--- config.mk ---
export PLATFORM = sky130hd
export DESIGN_NAME = poly_add_ctrl
export DESIGN_NICKNAME = d
export VERILOG_FILES = /design/src/rtl/poly_add_ctrl_pkg.sv /design/src/rtl/poly_add_ctrl_cla_adder.sv /design/src/rtl/poly_add_ctrl.sv
export SDC_FILE = /design/constraint.sdc
export NUM_CORES = 1
export LEC_CHECK = 0
export ABC_AREA = 1
export CAP_MARGIN = 0
export CORE_UTILIZATION = 50
export DETAILED_ROUTE_END_ITERATION = 7
export GPL_TIMING_DRIVEN = 0
export PLACE_DENSITY = 0.7
export SETUP_SLACK_MARGIN = 0.2
export SYNTH_ARGS = -nofsm -noshare
export SYNTH_HDL_FRONTEND = slang
export SYNTH_SLANG_ARGS = --single-unit
--- constraint.sdc ---
create_clock -name clk -period 5.11 [get_ports clk]
set_clock_uncertainty 0.2 [all_clocks]
set_input_delay 0.511 -clock clk [delete_from_list [all_inputs] [get_ports clk]]
set_output_delay 0.511 -clock clk [all_outputs]
set_load 0.005 [all_outputs]
--- src/rtl/poly_add_ctrl_pkg.sv ---
// Shared Kyber parameters and the controller state encoding.
//   KYBER_Q        : coefficient modulus
//   KYBER_DATA_WID : coefficient width
//   KYBER_N        : coefficients per polynomial
//   KYBER_ADDR_WID : log2(KYBER_N)
//   state_t        : poly_add_ctrl sequencing states
package poly_add_ctrl_pkg;

    localparam int KYBER_Q        = 3329;
    localparam int KYBER_DATA_WID = 12;
    localparam int KYBER_N        = 256;
    localparam int KYBER_ADDR_WID = 8;

    typedef enum logic [1:0] {
        ST_IDLE  = 2'd0,
        ST_ISSUE = 2'd1,
        ST_DRAIN = 2'd2
    } state_t;

endpackage

--- src/rtl/poly_add_ctrl_cla_adder.sv ---
// Carry-lookahead adder used for the stage-2 coefficient addition.
//   a, b : DATA_WID-bit operands
//   cin  : carry in
//   sum  : DATA_WID+1-bit result (carry out in the MSB)
module cla_adder #(
    parameter int DATA_WID = 12
) (
    input  logic [DATA_WID-1:0] a,
    input  logic [DATA_WID-1:0] b,
    input  logic                cin,
    output logic [DATA_WID:0]   sum
);

    logic [DATA_WID-1:0] g;
    logic [DATA_WID-1:0] p;
    logic [DATA_WID:0]   carry;
    logic                pp;

    assign g = a & b;
    assign p = a ^ b;

    // Each carry is expanded fully from generate/propagate terms rather than
    // chained through the previous carry.
    always_comb begin
        carry    = '0;
        pp       = 1'b0;
        carry[0] = cin;
        for (int i = 0; i < DATA_WID; i++) begin
            carry[i+1] = g[i];
            pp         = p[i];
            for (int j = i - 1; j >= 0; j--) begin
                carry[i+1] = carry[i+1] | (pp & g[j]);
                pp         = pp & p[j];
            end
            carry[i+1] = carry[i+1] | (pp & cin);
        end
    end

    assign sum = {carry[DATA_WID], p ^ carry[DATA_WID-1:0]};

endmodule

--- src/rtl/poly_add_ctrl.sv ---
// Streams two source polynomials through a 3-stage modular add/subtract
// pipeline and writes the reduced result polynomial.
//   clk, rst_n           : clock, async active-low reset
//   start, mode          : one-cycle request; mode 0 = a+b, 1 = a-b (mod Q)
//   stall                : suppresses new read issue
//   busy, done           : operation in progress / one-cycle completion
//   rd_en, rd_addr       : shared read strobe/address to both sources
//   rd_data_a, rd_data_b : operands, valid the cycle after rd_en
//   wr_en, wr_addr, wr_data : result write port
module poly_add_ctrl
    import poly_add_ctrl_pkg::*;
#(
    parameter int DATA_WID = KYBER_DATA_WID,
    parameter int N        = KYBER_N,
    parameter int Q        = KYBER_Q,
    parameter int ADDR_WID = KYBER_ADDR_WID
) (
    input  logic                clk,
    input  logic                rst_n,
    input  logic                start,
    input  logic                mode,
    input  logic                stall,
    output logic                busy,
    output logic                done,
    output logic                rd_en,
    output logic [ADDR_WID-1:0] rd_addr,
    input  logic [DATA_WID-1:0] rd_data_a,
    input  logic [DATA_WID-1:0] rd_data_b,
    output logic                wr_en,
    output logic [ADDR_WID-1:0] wr_addr,
    output logic [DATA_WID-1:0] wr_data
);

    localparam int STAGES = 3;

    state_t                state;
    logic                  mode_q;
    logic [ADDR_WID-1:0]   addr_cnt;
    logic                  issue;
    logic                  last_issue;
    logic [STAGES:1]       vld_pipe;
    logic [ADDR_WID-1:0]   addr_p1;
    logic [ADDR_WID-1:0]   addr_p2;
    logic [DATA_WID-1:0]   a_q;
    logic [DATA_WID-1:0]   b_q;
    logic [DATA_WID-1:0]   op_b;
    logic [DATA_WID:0]     sum;
    logic [DATA_WID:0]     diff;
    logic [DATA_WID-1:0]   red;

    // Stall gates the strobe in the same cycle so the address counter simply
    // holds; nothing already in the pipeline is affected.
    assign issue      = (state == ST_ISSUE) && !stall;
    assign last_issue = issue && (addr_cnt == ADDR_WID'(N - 1));
    assign rd_en      = issue;
    assign rd_addr    = addr_cnt;
    assign wr_en      = vld_pipe[STAGES];

    always_ff @(posedge clk or negedge rst_n) begin
        if (!rst_n) begin
            state    <= ST_IDLE;
            mode_q   <= 1'b0;
            addr_cnt <= '0;
            busy     <= 1'b0;
            done     <= 1'b0;
        end else begin
            done <= 1'b0;
            case (state)
                ST_IDLE: begin
                    if (start) begin
                        mode_q   <= mode;
                        addr_cnt <= '0;
                        busy     <= 1'b1;
                        state    <= ST_ISSUE;
                    end
                end
                ST_ISSUE: begin
                    if (last_issue) begin
                        addr_cnt <= '0;
                        state    <= ST_DRAIN;
                    end else if (issue) begin
                        addr_cnt <= addr_cnt + 1'b1;
                    end
                end
                ST_DRAIN: begin
                    // Final write is on the port and nothing else in flight.
                    if (vld_pipe == 3'b100) begin
                        done  <= 1'b1;
                        busy  <= 1'b0;
                        state <= ST_IDLE;
                    end
                end
                default: state <= ST_IDLE;
            endcase
        end
    end

    // Stage 2: a + b, or a + (Q - b) for subtract, then one conditional -Q.
    assign op_b = mode_q ? (DATA_WID'(Q) - b_q) : b_q;

    cla_adder #(.DATA_WID(DATA_WID)) u_cla_adder (
        .a   (a_q),
        .b   (op_b),
        .cin (1'b0),
        .sum (sum)
    );

    assign diff = sum - (DATA_WID+1)'(Q);
    assign red  = (sum >= (DATA_WID+1)'(Q)) ? diff[DATA_WID-1:0]
                                            : sum[DATA_WID-1:0];

    always_ff @(posedge clk or negedge rst_n) begin
        if (!rst_n) begin
            vld_pipe <= '0;
            addr_p1  <= '0;
            addr_p2  <= '0;
            a_q      <= '0;
            b_q      <= '0;
            wr_addr  <= '0;
            wr_data  <= '0;
        end else begin
            vld_pipe <= {vld_pipe[STAGES-1:1], issue};
            addr_p1  <= addr_cnt;
            if (vld_pipe[1]) begin
                a_q     <= rd_data_a;
                b_q     <= rd_data_b;
                addr_p2 <= addr_p1;
            end
            if (vld_pipe[2]) begin
                wr_data <= red;
                wr_addr <= addr_p2;
            end
        end
    end

endmodule

=== Yosys cells after proc, flatten, opt, wreduce, memory -nomap -nowiden ===
Cells that the tools add are included.

* $add $sub $neg: 3
* $lt $le $gt $ge: 1
* Equal/unequal tests: 8
* Muxes and demuxes: 15
* Bitwise logic cells: 190
* Reduce and logical (&&, ||, !) cells: 10

{| class="wikitable"
|+ Operators with widths
! kind !! count
|-
| bitwise AND 1 bit || 121
|-
| OR 1 bit || 66
|-
| 2-to-1 mux 12 bit || 2
|-
| 2-to-1 mux 8 bit || 3
|-
| bitwise XOR 12 bit || 2
|-
| one-hot mux 8 bit (2 select lines) || 1
|-
| greater-or-equal comparator 13 x 12 -> 1 bit (second input constant) || 1
|-
| bitwise AND 12 bit || 1
|-
| subtractor 12 bit (first input constant) || 1
|-
| subtractor 12 bit (second input constant) || 1
|-
| AND reduction 3 bit || 3
|-
| adder 8 x 1 -> 8 bit (second input constant) || 1
|-
| equality test 8 bit (second input constant) || 1
|-
| 2-to-1 mux 2 bit || 3
|-
| inequality test 2 bit (second input constant) || 3
|-
| one-hot mux 2 bit (3 select lines) || 1
|-
| 2-to-1 mux 1 bit || 4
|-
| nonzero test 2 bit || 2
|-
| equality test 3 bit (second input constant) || 1
|-
| inequality test 3 bit (second input constant) || 1
|-
| equality test 2 x 1 -> 1 bit (second input constant) || 1
|-
| equality test 2 bit (second input constant) || 1
|-
| logical AND 1 bit || 2
|-
| zero test 2 bit || 1
|-
| other kinds (3) || 3
|}

* Register bits after elaboration: 76
* Input bits: 29
* Output and inout port bits: 32

=== Logic depth before layout (Yosys ltp) ===
* Depth in word-level cells: 17
* Depth in mapped cells: 27
* Mapped depth without buffers: 25

=== By module ===
Synthesis repeated with hierarchy kept, for this count alone.

* Cells, all modules: 487
* Area, all modules: 4092.7 um^2

{| class="wikitable"
|+ Modules (own cells, without submodules)
! module !! times used !! cells an instance !! area each (um^2) !! seq. area each (um^2)
|-
| poly_add_ctrl || 1 || 408 || 3563.4 || 1901.8
|-
| cla_adder || 1 || 79 || 529.3 || 0.0
|}

=== Worst setup path before layout ===
No wires, ideal clock.

* Path kind: register -> register
* Start: reg b_q[1]
* End: reg wr_data[8]
* Setup time: 116 ps
* Data arrival time: 2711 ps
* Required time: 4794 ps
* Slack: 2082 ps
* Cell stages (with the launch flop): 27
* Clock period less this slack: 3028 ps
* Cell sequence: dfrtp_1 inv_1 ha_1 nand3_1 nor2_1 nand2_1 nand2_1 xor2_1 ha_1 buf_2 nand2_1 nand2_1 nor2_1 nand2_1 nor2_1 nand3_1 nand2_1 nand3b_1 nand2_4 nand3_2 nand2_2 nand2_2 buf_6 nand2_1 nand2_1 nand2_1 nand2_1

* Word-level cells in the longest chain between the ends: 17

{| class="wikitable"
|+ Ends and longest elaborated chain
! item !! line !! text
|-
| start: declaration || poly_add_ctrl.sv:45 || <nowiki>logic [DATA_WID-1:0] b_q;</nowiki>
|-
| start signal: assignment || poly_add_ctrl.sv:126 || <nowiki>b_q <= rd_data_b;</nowiki>
|-
| subtractor 12 bit || poly_add_ctrl.sv:99 || <nowiki>assign op_b = mode_q ? (DATA_WID'(Q) - b_q) : b_q;</nowiki>
|-
| 2-to-1 mux 12 bit * || poly_add_ctrl.sv:99 ||
|-
| bitwise XOR 12 bit / bitwise AND 12 bit (equally long branches) || poly_add_ctrl_cla_adder.sv:20, poly_add_ctrl_cla_adder.sv:19 ||
|-
| bitwise AND 1 bit, on equally long branches || poly_add_ctrl_cla_adder.sv:32, poly_add_ctrl_cla_adder.sv:33 ||
|-
| OR 1 bit, or another cell as far along (9 in series) || poly_add_ctrl_cla_adder.sv:32 || <nowiki>carry[i+1] = carry[i+1] | (pp & g[j]);</nowiki>
|-
| OR 1 bit / bitwise AND 1 bit (equally long branches) || poly_add_ctrl_cla_adder.sv:32 ||
|-
| bitwise XOR 12 bit / OR 1 bit (equally long branches) || poly_add_ctrl_cla_adder.sv:39, poly_add_ctrl_cla_adder.sv:32 ||
|-
| greater-or-equal comparator 13 x 12 -> 1 bit || poly_add_ctrl.sv:109 || <nowiki>assign red = (sum >= (DATA_WID+1)'(Q)) ? diff[DATA_WID-1:0]</nowiki>
|-
| 2-to-1 mux 12 bit * || poly_add_ctrl.sv:109 ||
|-
| end signal: assignment || poly_add_ctrl.sv:130 || <nowiki>wr_data <= red;</nowiki>
|-
| end: declaration || poly_add_ctrl.sv:31 || <nowiki>output logic [DATA_WID-1:0] wr_data</nowiki>
|}

Mark *: on every way between the ends. The rest lies on a longest branch, timed or not.
A chain may end at the register's enable or synchronous reset.

=== Final worst setup path ===
* Start: reg mode_q
* End: reg wr_data[9]

* Word-level cells in the longest chain between the ends: 16

{| class="wikitable"
|+ Ends and longest elaborated chain
! item !! line !! text
|-
| start: declaration || poly_add_ctrl.sv:37 || <nowiki>logic mode_q;</nowiki>
|-
| start signal: assignment || poly_add_ctrl.sv:71 || <nowiki>mode_q <= mode;</nowiki>
|-
| 2-to-1 mux 12 bit * || poly_add_ctrl.sv:99 ||
|-
| bitwise XOR 12 bit / bitwise AND 12 bit (equally long branches) || poly_add_ctrl_cla_adder.sv:20, poly_add_ctrl_cla_adder.sv:19 ||
|-
| bitwise AND 1 bit, on equally long branches || poly_add_ctrl_cla_adder.sv:32, poly_add_ctrl_cla_adder.sv:33 ||
|-
| OR 1 bit, or another cell as far along (9 in series) || poly_add_ctrl_cla_adder.sv:32 ||
|-
| OR 1 bit / bitwise AND 1 bit (equally long branches) || poly_add_ctrl_cla_adder.sv:32 ||
|-
| bitwise XOR 12 bit / OR 1 bit (equally long branches) || poly_add_ctrl_cla_adder.sv:39, poly_add_ctrl_cla_adder.sv:32 ||
|-
| greater-or-equal comparator 13 x 12 -> 1 bit || poly_add_ctrl.sv:109 ||
|-
| 2-to-1 mux 12 bit * || poly_add_ctrl.sv:109 ||
|}

Marks and branches as above.

==> flow_metrics.py <==
metrics = {
    "outcome": {
        "outcome": "complete, no violations",
    },
    "sta": {
        "holdWs_ps": 242,
        "slew_violations": 0,
        "slew_headroom_pct": 61.7,
        "fin_setup_tns_ps": 0,
        "period_share_pct": 67.7,
        "min_period_ps": 3460,
        "finalSetupViolations": 0,
        "rsz0062_at_grt": "false",
        "hold_violations": 0,
        "worst_slack_ps": 1650,
        "fmax_ghz": 0.289,
        "worstMarginPinSlew_ps": 574,
    },
    "global_routing": {
        "grt_max_degree": 50,
        "grt_use_met3_pct": 4.94,
        "track_usage_pct": 22.2,
        "grt_pass1_wl_um": 15200,
        "grt_overflow_total": 0,
        "antenna_found_initial": 0,
        "grt_use_met1_pct": 29.3,
        "grt-busiest-layer": "met2",
        "use_met2_pct": 36.4,
        "grt_pass1_vias": 3412,
    },
    "layout": {
        "num_antenna_cells": 0,
        "nNetsFinal": 649,
        "stdcell_count": 713,
        "syn_to_final_growth_pct": 23.5,
        "final_common_cell": "nand2_1",
        "final.fill_count": 735,
        "layout_common_cells": "156 x nand2_1, 76 x dfrtp_1, 68 x inv_1",
        "drive_above_1_share_pct": 9.05,
    },
    "flow_run": {
        "cap_violations": 0,
    },
    "logic_synthesis": {
        "synth-warning-count": 0,
        "ys_ff_latch": 76,
        "synth_nets": 576,
        "syn_inst": 530,
        "syn_area_per_cell_um2": 7.97,
        "netlist_area_um2": 4220,
        "synth.yosys.seq_area_share_pct": 45.0,
        "synth.distinct_cells": 34,
    },
    "critical_path": {
        "path_max_fanout": 10,
        "critical-path-top-delay-family": "simple AND/OR/NAND/NOR gates",
        "start_kind": "register",
        "arrival_ps": 3520,
        "cp_slowest_stage_delay_ps": 520,
        "end_kind": "register",
        "crit_required_ps": 5170,
        "critPathMostFrequentCell": "nand2_1",
        "crit_chain": "clkbuf_1, xor2_1, ha_1, fa_1, nor3_2, nand2_1, nor2_1, nand2_1, clkinv_1, nand3_2, nand2_2, nand3_2, nand2_2, nand2_2, buf_6, nand2_1, nand2_1, nand2_1, nand2_1",
        "critical_path_class": "register to register",
        "cpMaxStageDelayCell": "fa_1",
        "crit_buf_inv": 3,
    },
    "drt": {
        "drc": 0,
        "via_count": 3496,
        "avgViaCountPerCell": 4.90,
        "wire_per_inst_um": 12.3,
        "firstDrtPassIters": 6,
        "drt-initial-drc-count": 118,
        "antenna_left": 0,
        "routed_wl_um": 8740,
    },
    "clock_network": {
        "clock_latency_ps": 360,
        "htreeDepth": 3,
        "cts_tree": "done",
        "clock-root-buffer": "clkbuf_8",
        "cts_sinks": 76,
        "cts_buffers": 9,
        "clockBufferDepth": 2,
        "clkTransAtPathRegs_ps": 90,
    },
    "power_and_ir_drop": {
        "powerDensity_nw_per_um2": 698,
        "total_power_w": 0.00364,
        "peakVddDrop_v": 0.000279,
        "leakage_nw": 2.58,
    },
    "placement": {
        "port_buffers": 60,
        "hpwlAfterDp_um": 6640,
        "dp_slack_ps": 1610,
        "dpl.cell_count": 696,
        "gpl.final_weighted_congestion": 0.858,
    },
    "floorplanning": {
        "rows": 33,
        "start_util_pct": 51.7,
        "die_w_um": 93.9,
        "core_um2": 8180,
        "die_h_um": 93.9,
        "die_area_um2": 8820,
        "io_pins": 61,
    },
    "hold_path": {
        "hold_class": "register to register",
    },
}
[registers in the layout (all words and copies together), names as in the netlist]
register and flops:
wr_data 12, mode_q 1, done 1, rd_addr 8
state 2, wr_addr 8, busy 1, addr_p2 8
vld_pipe 3, addr_p1 8, a_q 12, b_q 12
[metrics by stage]
step                      area [um^2]  utilization (%)
after floorplan                  4220                -
after global placement           4960             60.6
after detailed placement         4980             60.9
after CTS                        5220             63.8
after global routing             5220             63.8
final                            5220             63.8
[where the power goes]
| part | internal, W | total, W | switching [W] | leakage [nW] |
|---|---|---|---|---|
| combinational | 0.000914 | 0.00221 | 0.00129 | 1.51 |
| sequential | 0.000790 | 0.000902 | 0.000112 | 0.951 |
| clock | 0.000283 | 0.000533 | 0.000251 | 0.117 |
[Yosys cell counts]
| cell | count | area [um^2] |
|---|---|---|
| a31o_2 | 1 | 8.76 |
| clkinv_1 | 2 | 7.51 |
| nand2_1 | 156 | 586 |
| clkbuf_1 | 8 | 30.0 |
| nor3_2 | 1 | 10.0 |
| nor2_1 | 43 | 161 |
| xnor2_1 | 4 | 35.0 |
| nand2_4 | 2 | 22.5 |
| nand2_2 | 7 | 43.8 |
| o211ai_1 | 1 | 7.51 |
| inv_1 | 68 | 255 |
| buf_1 | 1 | 3.75 |
| fa_1 | 1 | 20.0 |
| nand3_2 | 2 | 20.0 |
| dfrtp_1 | 76 | 1900 |
| o21ai_1 | 1 | 5.00 |
| ha_1 | 16 | 200 |
| nor4_1 | 1 | 6.26 |
| a21oi_2 | 1 | 8.76 |
| o21ai_0 | 37 | 185 |
| nand4_1 | 8 | 50.1 |
| inv_2 | 2 | 7.51 |
| nor3b_1 | 1 | 7.51 |
| xor2_1 | 13 | 114 |
| a211oi_1 | 2 | 15.0 |
| nor3_1 | 8 | 40.0 |
| o31ai_1 | 1 | 7.51 |
| and3_1 | 1 | 6.26 |
| a21oi_1 | 5 | 25.0 |
| buf_2 | 1 | 5.00 |
| buf_6 | 5 | 56.3 |
| nand3b_1 | 3 | 22.5 |
| mux2_2 | 15 | 169 |
| nand3_1 | 36 | 180 |
[worst paths after layout]
path / from / end / slack, ps / cells after the start
max: mode_q / wr_data[9] / 1650 / 19
min: rd_addr[0] / addr_p1[0] / 240 / 0
max reg2reg: mode_q / wr_data[9] / 1650 / 19
min reg2reg: rd_addr[0] / addr_p1[0] / 240 / 0
max in group asynchronous: rst_n / mode_q / 3730 / 3
min in group asynchronous: rst_n / wr_data[3] / 420 / 2
[metal layers]
layer / up-vias / part of all wire, % / wire length (um)
met5: - / 0 / 0
li1: 1827 / - / -
met1: 1596 / 48 / 4200
met3: 7 / 4.1 / 360
met2: 66 / 47 / 4110
met4: 0 / 0.80 / 70
[kinds of logic after synthesis]
family / share of synthesized area [%]
buffers and inverters: 8.65
and+or+nand+nor: 27.4
adders and majority gates: 5.21
muxes: 4.00
DFF: 45.0
xor gates and xnor gates: 3.52
AOI/OAI and AO/OA: 6.22
[worst register-to-register path, delay by kind of cell (launching register included)]
family                     cells  cell delay (ps)
and+or+nand+nor               13             1150
adders and majority gates      2              860
buffers and inverters          3              540
DFF                            1              340
xor gates and xnor gates       1              270
[final cells by class]
cell class	instances	area [um^2]	area share [%]
repair buffers	62	636	12.2
clock buffers	9	124	2.37
inverters	72	270	5.18
plain buffers	15	95.1	1.82
well taps	105	131	2.52
clock inverters	7	103	1.97
flip-flops and latches	76	1900	36.5
multi-input cells	367	1960	37.5
[what timing repair did]
| action | in CTS | in global routing |
|---|---|---|
| setup buffers | 0 | 0 |
| endpoints found under the hold margin | 27 | 0 |
| hold buffers | 1 | 0 |
| resized for setup | 0 | 0 |
Note: power is estimated with default switching activity, not from simulation.
